File: src/rtl/seg7_pkg.sv
// Shared constants for the seven-segment display path: bus widths and the
// active-high hex-to-segment table, bit order {g,f,e,d,c,b,a}.
package seg7_pkg;

  localparam int SEG_W   = 7;
  localparam int DIGIT_W = 4;

  // Entry n is the active-high segment pattern for hex digit n.
  localparam logic [15:0][SEG_W-1:0] SEG_TABLE = {
    7'h71, 7'h79, 7'h5E, 7'h39, 7'h7C, 7'h77, 7'h6F, 7'h7F,
    7'h07, 7'h7D, 7'h6D, 7'h66, 7'h4F, 7'h5B, 7'h06, 7'h3F
  };

endpackage

File: src/rtl/hex_scan_driver_if.sv
// Load port of the hex scan driver: a display word plus per-digit blanking,
// moved from the datapath into the driver's shadow registers.
interface hex_scan_driver_if
  import seg7_pkg::*;
#(
  parameter int NUM_DIGITS = 4
);

  // Handshake: a word transfers on a rising clk edge where load_valid and
  // load_ready are both high. load_ready never depends on load_valid. The
  // source keeps load_data/load_blank stable only up to that edge.
  logic                          load_valid;
  logic                          load_ready;
  logic [DIGIT_W*NUM_DIGITS-1:0] load_data;
  logic [NUM_DIGITS-1:0]         load_blank;

  modport master (output load_valid, load_data, load_blank, input load_ready);
  modport slave  (input load_valid, load_data, load_blank, output load_ready);

endinterface

File: src/rtl/hex_to_seg7.sv
// Combinational nibble to seven-segment decoder, active-high outputs.
module hex_to_seg7
  import seg7_pkg::*;
(
  input  logic [DIGIT_W-1:0] nibble_i,
  output logic [SEG_W-1:0]   seg_o
);

  assign seg_o = SEG_TABLE[nibble_i];

endmodule

File: src/rtl/hex_scan_driver.sv
// Multiplexed hex display driver. Scans NUM_DIGITS digits over one segment
// bus, SCAN_DIV cycles per digit slot with the first cycle of every slot dark.
// New words land in a shadow register and are committed only at frame
// boundaries (or immediately while the scan is disabled).
module hex_scan_driver
  import seg7_pkg::*;
#(
  parameter int NUM_DIGITS     = 4,
  parameter int SCAN_DIV       = 1000,
  parameter bit SEG_ACTIVE_LOW = 1'b0,
  parameter bit DIG_ACTIVE_LOW = 1'b1
) (
  input  logic                  clk,
  input  logic                  rst_n,
  input  logic                  en,
  hex_scan_driver_if.slave      load_if,
  output logic [SEG_W-1:0]      seg,
  output logic [NUM_DIGITS-1:0] dig_sel,
  output logic                  frame_done
);

  localparam int DATA_W  = DIGIT_W * NUM_DIGITS;
  localparam int PRESC_W = $clog2(SCAN_DIV);
  localparam int IDX_W   = (NUM_DIGITS > 1) ? $clog2(NUM_DIGITS) : 1;

  localparam logic [PRESC_W-1:0]    PRESC_MAX = PRESC_W'(SCAN_DIV - 1);
  localparam logic [IDX_W-1:0]      IDX_MAX   = IDX_W'(NUM_DIGITS - 1);
  // Output levels for "nothing lit" at the configured polarities.
  localparam logic [SEG_W-1:0]      SEG_OFF   = SEG_ACTIVE_LOW ? {SEG_W{1'b1}} : {SEG_W{1'b0}};
  localparam logic [NUM_DIGITS-1:0] DIG_OFF   = DIG_ACTIVE_LOW ? {NUM_DIGITS{1'b1}} : {NUM_DIGITS{1'b0}};

  logic [PRESC_W-1:0]    presc_q, presc_d;
  logic [IDX_W-1:0]      idx_q, idx_d;
  logic [DATA_W-1:0]     disp_data_q, disp_data_d;
  logic [NUM_DIGITS-1:0] disp_blank_q, disp_blank_d;
  logic [DATA_W-1:0]     shadow_data_q, shadow_data_d;
  logic [NUM_DIGITS-1:0] shadow_blank_q, shadow_blank_d;
  logic                  pending_q, pending_d;
  logic [SEG_W-1:0]      seg_q, seg_d;
  logic [NUM_DIGITS-1:0] dig_q, dig_d;
  logic                  fd_q, fd_d;

  logic                  slot_wrap;
  logic                  frame_wrap;
  logic [DIGIT_W-1:0]    nibble;
  logic [SEG_W-1:0]      dec_seg;
  logic [NUM_DIGITS-1:0] dig_onehot;
  logic                  lit;

  assign slot_wrap  = en && (presc_q == PRESC_MAX);
  assign frame_wrap = slot_wrap && (idx_q == IDX_MAX);

  // Outputs are computed from next-state values so the registered bus lines
  // up with the prescaler: prescaler 0 is always the dark cycle.
  assign nibble     = disp_data_d[idx_d*DIGIT_W +: DIGIT_W];
  assign dig_onehot = NUM_DIGITS'(1) << idx_d;

  hex_to_seg7 u_dec (
    .nibble_i (nibble),
    .seg_o    (dec_seg)
  );

  // Scan counters, shadow load and frame-boundary commit.
  always_comb begin
    presc_d        = presc_q;
    idx_d          = idx_q;
    disp_data_d    = disp_data_q;
    disp_blank_d   = disp_blank_q;
    shadow_data_d  = shadow_data_q;
    shadow_blank_d = shadow_blank_q;
    pending_d      = pending_q;

    if (en) begin
      if (slot_wrap) begin
        presc_d = '0;
        idx_d   = (idx_q == IDX_MAX) ? '0 : idx_q + 1'b1;
      end else begin
        presc_d = presc_q + 1'b1;
      end
    end

    // A word that arrives on a boundary edge waits a full frame: only a word
    // already pending at the edge is committed.
    if (pending_q && (frame_wrap || !en)) begin
      disp_data_d  = shadow_data_q;
      disp_blank_d = shadow_blank_q;
      pending_d    = 1'b0;
    end

    if (load_if.load_valid && !pending_q) begin
      shadow_data_d  = load_if.load_data;
      shadow_blank_d = load_if.load_blank;
      pending_d      = 1'b1;
    end
  end

  // Next segment/digit outputs with dead time, blanking and polarity.
  always_comb begin
    lit   = en && (presc_d != '0) && !disp_blank_d[idx_d];
    seg_d = lit ? (dec_seg ^ SEG_OFF) : SEG_OFF;
    dig_d = lit ? (dig_onehot ^ DIG_OFF) : DIG_OFF;
    fd_d  = frame_wrap;
  end

  // State and output registers.
  always_ff @(posedge clk or negedge rst_n) begin
    if (!rst_n) begin
      presc_q        <= '0;
      idx_q          <= '0;
      disp_data_q    <= '0;
      disp_blank_q   <= '1;
      shadow_data_q  <= '0;
      shadow_blank_q <= '1;
      pending_q      <= 1'b0;
      seg_q          <= SEG_OFF;
      dig_q          <= DIG_OFF;
      fd_q           <= 1'b0;
    end else begin
      presc_q        <= presc_d;
      idx_q          <= idx_d;
      disp_data_q    <= disp_data_d;
      disp_blank_q   <= disp_blank_d;
      shadow_data_q  <= shadow_data_d;
      shadow_blank_q <= shadow_blank_d;
      pending_q      <= pending_d;
      seg_q          <= seg_d;
      dig_q          <= dig_d;
      fd_q           <= fd_d;
    end
  end

  assign load_if.load_ready = !pending_q;
  assign seg                = seg_q;
  assign dig_sel            = dig_q;
  assign frame_done         = fd_q;

endmodule

File: src/flat_wrapper.sv
// flat-port wrapper written by rule: the top's interface ports become plain ports
module hex_scan_driver_flat import seg7_pkg::*;
#(
  parameter int NUM_DIGITS     = 4,
  parameter int SCAN_DIV       = 1000,
  parameter bit SEG_ACTIVE_LOW = 1'b0,
  parameter bit DIG_ACTIVE_LOW = 1'b1
)
  (clk, rst_n, en, seg, dig_sel, frame_done, load_if_load_valid, load_if_load_data, load_if_load_blank, load_if_load_ready);
  hex_scan_driver_if #(.NUM_DIGITS(NUM_DIGITS)) load_if_i ();
  input  logic clk;
  input  logic rst_n;
  input  logic en;
  output logic [SEG_W-1:0] seg;
  output logic [NUM_DIGITS-1:0] dig_sel;
  output logic frame_done;
  input wire logic [$bits(load_if_i.load_valid)-1:0] load_if_load_valid;
  input wire logic [$bits(load_if_i.load_data)-1:0] load_if_load_data;
  input wire logic [$bits(load_if_i.load_blank)-1:0] load_if_load_blank;
  output wire logic [$bits(load_if_i.load_ready)-1:0] load_if_load_ready;
  assign load_if_i.load_valid = load_if_load_valid;
  assign load_if_i.load_data = load_if_load_data;
  assign load_if_i.load_blank = load_if_load_blank;
  assign load_if_load_ready = load_if_i.load_ready;
  hex_scan_driver #(.NUM_DIGITS(NUM_DIGITS), .SCAN_DIV(SCAN_DIV), .SEG_ACTIVE_LOW(SEG_ACTIVE_LOW), .DIG_ACTIVE_LOW(DIG_ACTIVE_LOW)) u_core (.clk(clk), .rst_n(rst_n), .en(en), .load_if(load_if_i), .seg(seg), .dig_sel(dig_sel), .frame_done(frame_done));
endmodule
File: config.mk
export PLATFORM = sky130hd
export DESIGN_NAME = hex_scan_driver_flat
export DESIGN_NICKNAME = d
export VERILOG_FILES = /design/src/rtl/seg7_pkg.sv /design/src/rtl/hex_scan_driver_if.sv /design/src/rtl/hex_to_seg7.sv /design/src/rtl/hex_scan_driver.sv /design/src/flat_wrapper.sv
export SDC_FILE = /design/constraint.sdc
export NUM_CORES = 1
export LEC_CHECK = 0
export CORE_MARGIN = 2
export CORE_UTILIZATION = 37
export DETAILED_ROUTE_END_ITERATION = 10
export PLACE_DENSITY = 0.54
export SLEW_MARGIN = 20
export SYNTH_ARGS = -nofsm -noshare
export SYNTH_HDL_FRONTEND = slang
export SYNTH_SLANG_ARGS = --single-unit
File: constraint.sdc
create_clock -name clk -period 4 [get_ports clk]
set_input_delay 0.8 -clock clk [delete_from_list [all_inputs] [get_ports clk]]
set_output_delay 0.8 -clock clk [all_outputs]
set_load 0.005 [all_outputs]
==> results.tsv <==
metric	value	unit
Tot GR Track Use	14.4	%
maximum fanout encountered on the critical timing path	23	
post-place instance area	0.00377	mm2
FFs w/ async S/R, synth	100	%
antenna violations before repair	0	
vias in the first global route	2194	
Net Count, Synth	290	
initial core utilization	37.9	%
number of vias per cell after detailed routing	5.05	
Post-synth top flop	sky130_fd_sc_hd__dfrtp_1	
Post-CTS Setup Repair Bufs	0	
source-to-sink clock delay at the later pin of the worst-skew pair	0.35	ns
final-report setup violation count	0	
Setup crit start kind	primary input	
CTS H-tree depth	3	
CTS tree	done	
sum of routed wire length over all layers	6340	um
internal power	1.76	mW
Reg power frac	39.4	%
largest voltage drop on the vdd net	0.000226	V
area overhead of the layout relative to synthesis	23.5	%
average cell area after synthesis	12.7	um2
Post-synth EDFFs	0	
maximum achievable frequency	0.294	GHz
via count	2100	
fraction of power spent switching nets	30.0	%
sum of negative setup slack	0	ns
Synthesis Warnings	0	
largest buffer count on any clock path	2	
critical path required time	4.25	ns
layout cell share with drive strength beyond 1	28.6	%
Worst-path clk slew	0.08	ns
combinational share of power	30.1	%
static leakage power	1.77	nW
Initial DRC Count	53	
synthesis-stage register bit count	65	
post-cts gate resize count	0	
core region area	0.00864	mm2
Post-Syn Area	0.00327	mm2
final critical-path required period	3.40	ns
Clk network pwr share	30.5	%
unrepaired setup endpoints after global routing	false	
Tcrit/Tclk final	84.9	%
result of the run	finished, final reports clean	
post-detailed-route wirelength per cell	15.2	um
First-pass DRT Iterations	4	
worst-case clock skew	0.00773	ns
sequential area share after synthesis	50.2	%
slew at the pin closest to its max-slew limit	0.651	ns
Die Ht	98.0	um
power density of the placed cells	622	mW/mm2
clock buffers created by TritonCTS	9	
fraction of post-synthesis cell area in the top cell type by area	40.6	%
post-synthesis cell type with the largest combined area	sky130_fd_sc_hd__dfrtp_1	
Overflow after GRT	0	
Worst Setup End Kind	register	
total inserted antenna cells	0	
Root Buffer Master	sky130_fd_sc_hd__clkbuf_8	
std cell rows	34	
CTS sink cnt	65	
final max-slew violation count	0	
first-pass GRT wire length	11000	um
Placer Congestion	0.796	
post-detailed-placement half-perimeter wirelength	4420	um
Crit Path Class	in2reg	
Max Cap Viol	0	
largest net degree at the start of global routing	40	
library cells used by synthesis	55	
cells after synthesis	258	
I/O pins	37	
Remaining DRCs	0	
DRT antenna net count	0	
final hold slack	0.473	ns
Die Area	0.00961	mm2
hold buffer count at cts	0	
PortBufs	36	
Die Width	98.0	um
critical path data arrival time	3.65	ns
Final Net Count	335	
class of the most critical hold timing path	in2async	
synth top area cells	sky130_fd_sc_hd__dfrtp_1 (41%), sky130_fd_sc_hd__mux2_2 (12%), sky130_fd_sc_hd__dfstp_2 (9.6%)	
Max-slew headroom	56.6	%
final standard cell area without fillers	0.00404	mm2
power spent charging and discharging nets	755	uW
number of endpoints with negative hold slack in the final report	0	
==> per-stage QoR <==
stage	std cells	power, mW	worst slack (ns)	util [%]
finish	416	2.51	0.604	46.8
global route	416	2.68	0.415	46.8
CTS	416	2.55	0.589	46.8
detailed placement	400	1.77	0.235	43.6
global placement	400	1.76	0.280	43.6
floorplan	258	1.54	0.954	-
==> sequential cells by signal (all words and copies together) (netlist names) <==
signal,cells
u_core.shadow_data_q,16
u_core.disp_blank_q,4
u_core.idx_q,2
u_core.pending_q,1
u_core.shadow_blank_q,4
u_core.disp_data_q,16
u_core.seg,7
u_core.presc_q,10
u_core.frame_done,1
u_core.dig_sel,4
==> layer usage <==
layer / vias to the layer above / track usage [%] / part of all wire [%]
met5: - / 0 / 0
met4: 0 / 5.66 / 1.1
met3: 7 / 3.94 / 3.3
met2: 31 / 23.3 / 50
met1: 1043 / 18.4 / 46
li1: 1019 / - / -
==> cells in the mapped netlist (2+ instances only) <==
| library cell | count |
|---|---|
| sky130_fd_sc_hd__a21oi_1 | 5 |
| sky130_fd_sc_hd__o21bai_1 | 2 |
| sky130_fd_sc_hd__and3_1 | 3 |
| sky130_fd_sc_hd__a2bb2oi_1 | 2 |
| sky130_fd_sc_hd__mux2_2 | 34 |
| sky130_fd_sc_hd__nor3_1 | 4 |
| sky130_fd_sc_hd__o22ai_1 | 2 |
| sky130_fd_sc_hd__mux2i_4 | 2 |
| sky130_fd_sc_hd__dfstp_2 | 12 |
| sky130_fd_sc_hd__o32ai_1 | 2 |
| sky130_fd_sc_hd__dfrtp_1 | 53 |
| sky130_fd_sc_hd__inv_1 | 14 |
| sky130_fd_sc_hd__nand4_1 | 5 |
| sky130_fd_sc_hd__xnor2_1 | 5 |
| sky130_fd_sc_hd__o31ai_1 | 2 |
| sky130_fd_sc_hd__a211oi_1 | 2 |
| sky130_fd_sc_hd__nor2_1 | 14 |
| sky130_fd_sc_hd__o21ai_2 | 2 |
| sky130_fd_sc_hd__nand3_2 | 2 |
| sky130_fd_sc_hd__clkbuf_1 | 3 |
| sky130_fd_sc_hd__o21ai_0 | 4 |
| sky130_fd_sc_hd__mux2i_2 | 3 |
| sky130_fd_sc_hd__a211oi_2 | 2 |
| sky130_fd_sc_hd__buf_6 | 3 |
| sky130_fd_sc_hd__nand3_1 | 2 |
| sky130_fd_sc_hd__nand2_1 | 10 |
| sky130_fd_sc_hd__ha_1 | 8 |
| sky130_fd_sc_hd__mux2i_1 | 19 |
| sky130_fd_sc_hd__and2_1 | 3 |
| sky130_fd_sc_hd__or3_1 | 2 |
| sky130_fd_sc_hd__mux2_1 | 8 |
==> logic make-up (layout without fill, tap and decap cells) <==
| logic type | after synthesis | count (layout) | synth area share [%] |
|---|---|---|---|
| AND/OR/NAND/NOR | 54 | 54 | 9.56 |
| AO/OA/AOI/OAI | 36 | 36 | 9.33 |
| flip-flops | 65 | 65 | 50.2 |
| buffers and inverters | 24 | 74 | 3.60 |
| XOR/XNOR | 5 | 5 | 1.34 |
| multiplexers | 66 | 66 | 22.9 |
| adder cells (fa/ha/maj) | 8 | 8 | 3.06 |
==> power groups by stage <==
stage                     Sequential (mW)  Combinational (mW)  Clock (mW)
after floorplan                     0.962               0.576           0
after detailed placement             1.01               0.763           0
final                               0.989               0.757       0.766
after CTS                           0.993               0.769       0.789
after global placement               1.00               0.758           0
after global routing                 1.02               0.849       0.819
==> layout make-up <==
| class | instances | area, um2 |
|---|---|---|
| tap | 108 | 135 |
| multi-input combinational | 169 | 1510 |
| timing repair buffer | 43 | 420 |
| clock inverter | 7 | 149 |
| clock buffer | 9 | 124 |
| inverter | 15 | 56.3 |
| sequential | 65 | 1640 |
| fill | 772 | 4600 |
==> final timing paths <==
kind,start,endpoint,slack [ns],cells after the start
worst max register to register,u_core.presc_q[0],u_core.seg[4],0.86,12
min in group clk,u_core.disp_data_q[4],u_core.disp_data_q[4],0.49,1
worst min register to register,u_core.disp_data_q[4],u_core.disp_data_q[4],0.49,1
worst max-delay path,en,u_core.seg[4],0.60,12
max in group asynchronous,rst_n,u_core.disp_blank_q[3],2.57,2
worst min-delay path,rst_n,u_core.frame_done,0.47,1
==> cells in the final DEF, fill, tap and decap left out, drive strengths merged, types with 2 or more instances in the layout <==
master / n
and3: 3
or3: 2
o31ai: 2
dfstp: 12
o22ai: 2
a2bb2oi: 3
nor3: 5
clkdlybuf4s50: 35
a21oi: 6
o21ai: 6
inv: 17
and2: 4
nand2: 10
xnor2: 5
clkbuf: 9
bufinv: 4
buf: 8
nand4: 5
ha: 8
mux2i: 24
o21bai: 2
o32ai: 2
mux2: 42
a211oi: 4
nor2: 14
nand3: 4
dfrtp: 53
==> worst max-delay path, stage by stage <==
cell and delay (ns):
sky130_fd_sc_hd__clkdlybuf4s50_1 0.49, sky130_fd_sc_hd__nand3_2 0.15, sky130_fd_sc_hd__o41ai_4 0.43, sky130_fd_sc_hd__buf_12 0.23, sky130_fd_sc_hd__mux2_2 0.36, sky130_fd_sc_hd__mux2i_1 0.14
sky130_fd_sc_hd__mux2_2 0.25, sky130_fd_sc_hd__inv_1 0.10, sky130_fd_sc_hd__ha_1 0.26, sky130_fd_sc_hd__nor2_1 0.12, sky130_fd_sc_hd__a21oi_1 0.05, sky130_fd_sc_hd__a211oi_1 0.23
Note: power is estimated with default switching activity, not from simulation.
